==> config.mk <==
export PLATFORM = sky130hd
export DESIGN_NAME = control_unit
export DESIGN_NICKNAME = d
export VERILOG_FILES = /design/src/rtl/control_unit.sv
export SDC_FILE = /design/constraint.sdc
export NUM_CORES = 1
export LEC_CHECK = 0
export ABC_AREA = 1
export BUFFER_PORTS_ARGS = -buffer_cell sky130_fd_sc_hd__clkbuf_2
export CAP_MARGIN = 20
export CELL_PAD_IN_SITES_DETAIL_PLACEMENT = 1
export CELL_PAD_IN_SITES_GLOBAL_PLACEMENT = 1
export CORE_MARGIN = 5
export CORE_UTILIZATION = 35
export CTS_CLUSTER_SIZE = 40
export DETAILED_ROUTE_END_ITERATION = 8
export PLACE_DENSITY = 0.83
export SYNTH_ARGS = -nofsm -noshare
export SYNTH_HDL_FRONTEND = slang
export SYNTH_SLANG_ARGS = --single-unit
==> constraint.sdc <==
create_clock -name clk -period 0.9 [get_ports clk]
set_input_delay 0.18 -clock clk [delete_from_list [all_inputs] [get_ports clk]]
set_output_delay 0.18 -clock clk [all_outputs]
set_load 0.02 [all_outputs]
==> src/rtl/control_unit.sv <==
// Main decoder and ALU-control decoder for the single-cycle RV32I core.
// Decode is combinational and the resulting control word is registered once.
module control_unit (
  input  logic       clk,
  input  logic       rst_n,
  input  logic [6:0] opcode,
  input  logic [2:0] funct3,
  input  logic       funct7_5,
  output logic       RegWrite,
  output logic       MemRead,
  output logic       MemWrite,
  output logic       Jump,
  output logic       Branch,
  output logic       ALUSrc,
  output logic       MemToReg,
  output logic [2:0] ImmSel,
  output logic [3:0] ALUCtrl
);

  typedef enum logic [6:0] {
    OP_R      = 7'b0110011,
    OP_I      = 7'b0010011,
    OP_LOAD   = 7'b0000011,
    OP_STORE  = 7'b0100011,
    OP_BRANCH = 7'b1100011,
    OP_JAL    = 7'b1101111,
    OP_JALR   = 7'b1100111,
    OP_LUI    = 7'b0110111,
    OP_AUIPC  = 7'b0010111
  } opcode_e;

  typedef enum logic [2:0] {
    IMM_I = 3'b000,
    IMM_S = 3'b001,
    IMM_B = 3'b010,
    IMM_U = 3'b011,
    IMM_J = 3'b100
  } imm_sel_e;

  typedef enum logic [3:0] {
    ALU_ADD   = 4'b0000,
    ALU_SUB   = 4'b0001,
    ALU_AND   = 4'b0010,
    ALU_OR    = 4'b0011,
    ALU_XOR   = 4'b0100,
    ALU_SLL   = 4'b0101,
    ALU_SRL   = 4'b0110,
    ALU_SRA   = 4'b0111,
    ALU_SLT   = 4'b1000,
    ALU_SLTU  = 4'b1001,
    ALU_PASSB = 4'b1010
  } alu_op_e;

  logic     w_reg_write;
  logic     w_mem_read;
  logic     w_mem_write;
  logic     w_jump;
  logic     w_branch;
  logic     w_alu_src;
  logic     w_mem_to_reg;
  imm_sel_e w_imm_sel;
  alu_op_e  w_alu_ctrl;
  alu_op_e  w_alu_f3;
  logic     w_f7_valid;
  logic     w_f3_valid;
  logic     w_illegal;

  logic       r_reg_write;
  logic       r_mem_read;
  logic       r_mem_write;
  logic       r_jump;
  logic       r_branch;
  logic       r_alu_src;
  logic       r_mem_to_reg;
  logic [2:0] r_imm_sel;
  logic [3:0] r_alu_ctrl;

  // Shared funct3 map for R/I ALU ops; unknown funct bits flag the word illegal.
  always_comb begin
    w_f7_valid = 1'b0;
    case (funct7_5)
      1'b0, 1'b1: w_f7_valid = 1'b1;
      default:    w_f7_valid = 1'b0;
    endcase
    w_f3_valid = 1'b1;
    w_alu_f3   = ALU_ADD;
    case (funct3)
      3'b000:  w_alu_f3 = ALU_ADD;
      3'b001:  w_alu_f3 = ALU_SLL;
      3'b010:  w_alu_f3 = ALU_SLT;
      3'b011:  w_alu_f3 = ALU_SLTU;
      3'b100:  w_alu_f3 = ALU_XOR;
      3'b101:  w_alu_f3 = funct7_5 ? ALU_SRA : ALU_SRL;
      3'b110:  w_alu_f3 = ALU_OR;
      3'b111:  w_alu_f3 = ALU_AND;
      default: w_f3_valid = 1'b0;
    endcase
  end

  always_comb begin
    w_reg_write  = 1'b0;
    w_mem_read   = 1'b0;
    w_mem_write  = 1'b0;
    w_jump       = 1'b0;
    w_branch     = 1'b0;
    w_alu_src    = 1'b0;
    w_mem_to_reg = 1'b0;
    w_imm_sel    = IMM_I;
    w_alu_ctrl   = ALU_ADD;
    w_illegal    = 1'b0;
    case (opcode)
      OP_R: begin
        w_reg_write = 1'b1;
        w_alu_ctrl  = (funct3 == 3'b000 && funct7_5) ? ALU_SUB : w_alu_f3;
        w_illegal   = !w_f3_valid || ((funct3 == 3'b000 || funct3 == 3'b101) && !w_f7_valid);
      end
      OP_I: begin
        w_reg_write = 1'b1;
        w_alu_src   = 1'b1;
        w_alu_ctrl  = w_alu_f3;
        w_illegal   = !w_f3_valid || (funct3 == 3'b101 && !w_f7_valid);
      end
      OP_LOAD: begin
        w_reg_write  = 1'b1;
        w_mem_read   = 1'b1;
        w_alu_src    = 1'b1;
        w_mem_to_reg = 1'b1;
      end
      OP_STORE: begin
        w_mem_write = 1'b1;
        w_alu_src   = 1'b1;
        w_imm_sel   = IMM_S;
      end
      OP_BRANCH: begin
        w_branch  = 1'b1;
        w_imm_sel = IMM_B;
        case (funct3)
          3'b000, 3'b001: w_alu_ctrl = ALU_SUB;
          3'b100, 3'b101: w_alu_ctrl = ALU_SLT;
          3'b110, 3'b111: w_alu_ctrl = ALU_SLTU;
          default:        w_illegal  = 1'b1;
        endcase
      end
      OP_JAL: begin
        w_reg_write = 1'b1;
        w_jump      = 1'b1;
        w_imm_sel   = IMM_J;
      end
      OP_JALR: begin
        w_reg_write = 1'b1;
        w_jump      = 1'b1;
        w_alu_src   = 1'b1;
      end
      OP_LUI: begin
        w_reg_write = 1'b1;
        w_alu_src   = 1'b1;
        w_imm_sel   = IMM_U;
        w_alu_ctrl  = ALU_PASSB;
      end
      OP_AUIPC: begin
        w_reg_write = 1'b1;
        w_alu_src   = 1'b1;
        w_imm_sel   = IMM_U;
      end
      default: w_illegal = 1'b1;
    endcase
    if (w_illegal) begin
      w_reg_write  = 1'b0;
      w_mem_read   = 1'b0;
      w_mem_write  = 1'b0;
      w_jump       = 1'b0;
      w_branch     = 1'b0;
      w_alu_src    = 1'b0;
      w_mem_to_reg = 1'b0;
      w_imm_sel    = IMM_I;
      w_alu_ctrl   = ALU_ADD;
    end
  end

  always_ff @(posedge clk or negedge rst_n) begin
    if (!rst_n) begin
      r_reg_write  <= 1'b0;
      r_mem_read   <= 1'b0;
      r_mem_write  <= 1'b0;
      r_jump       <= 1'b0;
      r_branch     <= 1'b0;
      r_alu_src    <= 1'b0;
      r_mem_to_reg <= 1'b0;
      r_imm_sel    <= '0;
      r_alu_ctrl   <= '0;
    end else begin
      r_reg_write  <= w_reg_write;
      r_mem_read   <= w_mem_read;
      r_mem_write  <= w_mem_write;
      r_jump       <= w_jump;
      r_branch     <= w_branch;
      r_alu_src    <= w_alu_src;
      r_mem_to_reg <= w_mem_to_reg;
      r_imm_sel    <= w_imm_sel;
      r_alu_ctrl   <= w_alu_ctrl;
    end
  end

  assign RegWrite = r_reg_write;
  assign MemRead  = r_mem_read;
  assign MemWrite = r_mem_write;
  assign Jump     = r_jump;
  assign Branch   = r_branch;
  assign ALUSrc   = r_alu_src;
  assign MemToReg = r_mem_to_reg;
  assign ImmSel   = r_imm_sel;
  assign ALUCtrl  = r_alu_ctrl;

endmodule

==> results.txt <==
- The run finished, with violations left.
- Violations in the final reports: setup timing
- The tree is rooted in a clkbuf_4.
- Hold violation count in the final report: 0
* Most common cell in the netlist: nand2_1
* Critical path depth: 1
- In the routed design, unresolved DRC markers number 0.
- The total overflow left after global routing is 0.
- Ratio of cells with drive above 1 in the final layout: 50.0%
* Clk sink count: 13
- OpenSTA, run right after detailed placement, puts the worst setup slack at -275 ps.
- In this run, synthesis inferred 0 flip-flops with an integrated enable.
- Data arrives at the worst endpoint at 830 ps.
- Subtracting the final worst setup slack from the clock period gives 1010 ps.
- Fmax: 0.989 GHz
* Share of synthesized area spent on multiplexers: 0%
* Post-synthesis cell area: 701 sq um
* Number of standard cells in the layout, taps in and fillers out: 159
* Buffering stage count on the worst path with inverters included: 1
* Highest cell delay on the worst timing path: 420 ps
* Initial cell density of the core: 36.1%
- The multi-input combinational cells in the finished layout cover a total of 378 sq um.
- The count of buffers added on input and output ports is 26.
- Cell type with the highest aggregate area in the netlist: dfrtp_1
* Peak supply drop: 0.000478 V
* Startpoint type of the worst setup path: flip-flop
- Unrepaired setup endpoints after global routing: true
* Sequence of cells on the critical path: buf_6
- Final setup violating endpoints: 15
* Maximum fanout encountered on the critical timing path: 2
- After synthesis, the largest area contributor takes up 46.4% of total cell area.
- Main combinational cell family by area after synthesis: simple AND/OR/NAND/NOR gates
* Drt total wl: 2.47 mm
- The synthesized netlist devotes 7.14% of its cell area to adder and majority cells.
- Top_reg_cell synth: dfrtp_1
- The number of clock buffers added by TritonCTS is 3.
* Count of vias placed by the detailed router: 732
* Std-Cell Rows: 16
- CTS tree: done
- Data required time of the critical path: 720 ps
- For this run, the register share of the synthesized area comes to 46.4%.
- The first global-routing pass estimated 3.07 mm of wire.
- The via count of the first global-routing pass was 746.
- In this design, the largest share of critical-path delay is due to flip-flops.
- The largest individual stage delay along the critical path comes from the cell dfrtp_1.
* Final setup slack of the worst path: -111 ps
* Final Cycle Share: 112%
- Final Net Count: 150
- Timing endpoint of the critical path: MemRead
- Max-cap violations: 0
- Floorplan core area: 1940 sq um
- Critical setup path kind: reg2out
* Post-Synthesis Mean Instance Area: 8.24 sq um
* Tightest Pin Transition: 312 ps
- In this run the tightest slew margin relative to its limit is 79.0%.
- Detailed Routing Iterations Pass 1: 4
- Launching element of the worst setup path: MemToReg
- Dividing the detail-routed via count by the number of cells gives 4.60.
* Count of state elements after synthesis: 13
- Sequential standard cell area: 325 sq um
- Share of synthesized registers carrying an async set or reset: 100%
* Hpwl dp: 1.68 mm
- Static leakage: 0.673 nW
- Number of antenna violations at the first check in global routing: 0
- Complex-gate fraction of the synthesized area: 6.61%
- Depth of the CTS H-tree: 1
- After clock tree synthesis, the clock-pin slew on the worst setup and hold paths is 70 ps.
- Synthesis-to-layout area growth: 71.8%
- YS warnings: 0
* Most common library cells after synthesis: 22 x nand2_1, 16 x inv_1, 13 x dfrtp_1, 6 x nor2_1, 5 x nand3_1
* Number of cells produced by synthesis: 85
- The number of placed instances, taps included, is 153.
* Largest net degree at the start of global routing: 14
- Power density over cell area: 1020 nW/um^2
* DR iter-0 viols: 2
- Worst hold margin: 92.8 ps
* Floorplan die area: 3000 sq um
* IO Pins: 27
- Counting along the longest clock path gives a buffer depth of 2.
- Number of fillers in the final layout: 235
* Worst hold path type: in2reg
- In this run, distinct cell masters in the synthesized netlist total 21.
* Simple-gate portion of the synthesized area: 29.6%
- The detail route stage leaves a number of antenna-violating nets equal to 0.
* Die Wd: 54.7 um
- Total Routing Usage GR: 14.6%
- Category of the worst setup path capture point: output pin
- Of the total synthesized cell area, the portion taken by XOR and XNOR cells is 0%.
* Die height: 54.7 um
- By area the synthesized netlist is led by dfrtp_1 46%, nand2_1 12%, inv_1 8.6%.
- When the netlist entered floorplanning its net count stood at 102.
* Max-slew violation total from the final report: 0
- At the end of routability-driven placement, the weighted congestion stood at 0.831.
* Routed wire per std cell: 15.5 um
- The number of antenna diodes in the final layout is 0.
layer usage:
| metal | up-vias | track usage, % | wire length, um |
|---|---|---|---|
| li1 | 357 | - | - |
| met1 | 353 | 14.1 | 953 |
| met2 | 22 | 28.1 | 1440 |
| met3 | 0 | 2.18 | 74 |
| met4 | 0 | 9.13 | 0 |
| met5 | - | 0 | 0 |
where the power goes:
| part | internal (W) | switching [W] |
|---|---|---|
| combinational | 0.000120 | 0.000148 |
| sequential | 0.000590 | 0.00000361 |
| clock | 0.000172 | 0.000190 |
through the flow:
step	utilization, %	cell area (sq um)	power, W	TNS (ps)
after global placement	50.8	987	0.000798	-1530
after CTS	52.8	1030	0.00114	-974
final	62.0	1200	0.00122	-1030
after detailed placement	50.8	987	0.000810	-2230
after floorplan	-	711	0.000686	0
after global routing	62.0	1200	0.00130	-1710
how the worst min path moves through the flow:
stage                     depth (start not counted)         end  slack [ps]  startpoint
after floorplan                                   0  ALUCtrl[0]        -120       rst_n
after global placement                            1   ImmSel[2]          70       rst_n
after detailed placement                          1    MemToReg          70       rst_n
after CTS                                         2    MemToReg          90   opcode[4]
after global routing                              2    MemToReg          70   opcode[4]
final                                             2    MemToReg          90   opcode[4]
registers in the layout, summed over array words and instances, names as in the netlist:
register	count
MemToReg	1
Branch	1
ImmSel	3
MemWrite	1
RegWrite	1
ALUSrc	1
Jump	1
ALUCtrl	4
placed cells by master (no fill, tap or decap), drive strengths merged:
cell type	instances
nand3	6
dfrtp	13
buf	34
nor3	4
dlygate4sd3	1
inv	17
nor4	1
nand2	23
o21ai	3
ha	4
a21oi	1
o211ai	3
nand4	1
clkbuf	13
nor2	8
cell type report:
cell class,count,share of cell area [%]
Timing Repair Buffer,44,31.1
Clock buffer,4,2.18
Inverter,17,5.51
Tap cell,27,2.81
Multi-Input combinational cell,54,31.4
Sequential cell,13,27.0
cell families (layout without fill, tap and decap cells):
| kind of cell | count (synthesis) | in the layout |
|---|---|---|
| buffers and inverters | 18 | 65 |
| DFF | 13 | 13 |
| and+or+nand+nor | 43 | 43 |
| AOI/OAI and AO/OA | 7 | 7 |
| adders and majority gates | 4 | 4 |
repair_timing:
action	in CTS	in global routing
pin swaps	0	6
cloned	0	0
setup buffers	0	1
hold buffers	1	0
hold endpoints to repair	13	0
resized for setup	1	65
endpoints found under the setup margin	14	18
(Power assumes the default switching activity.)
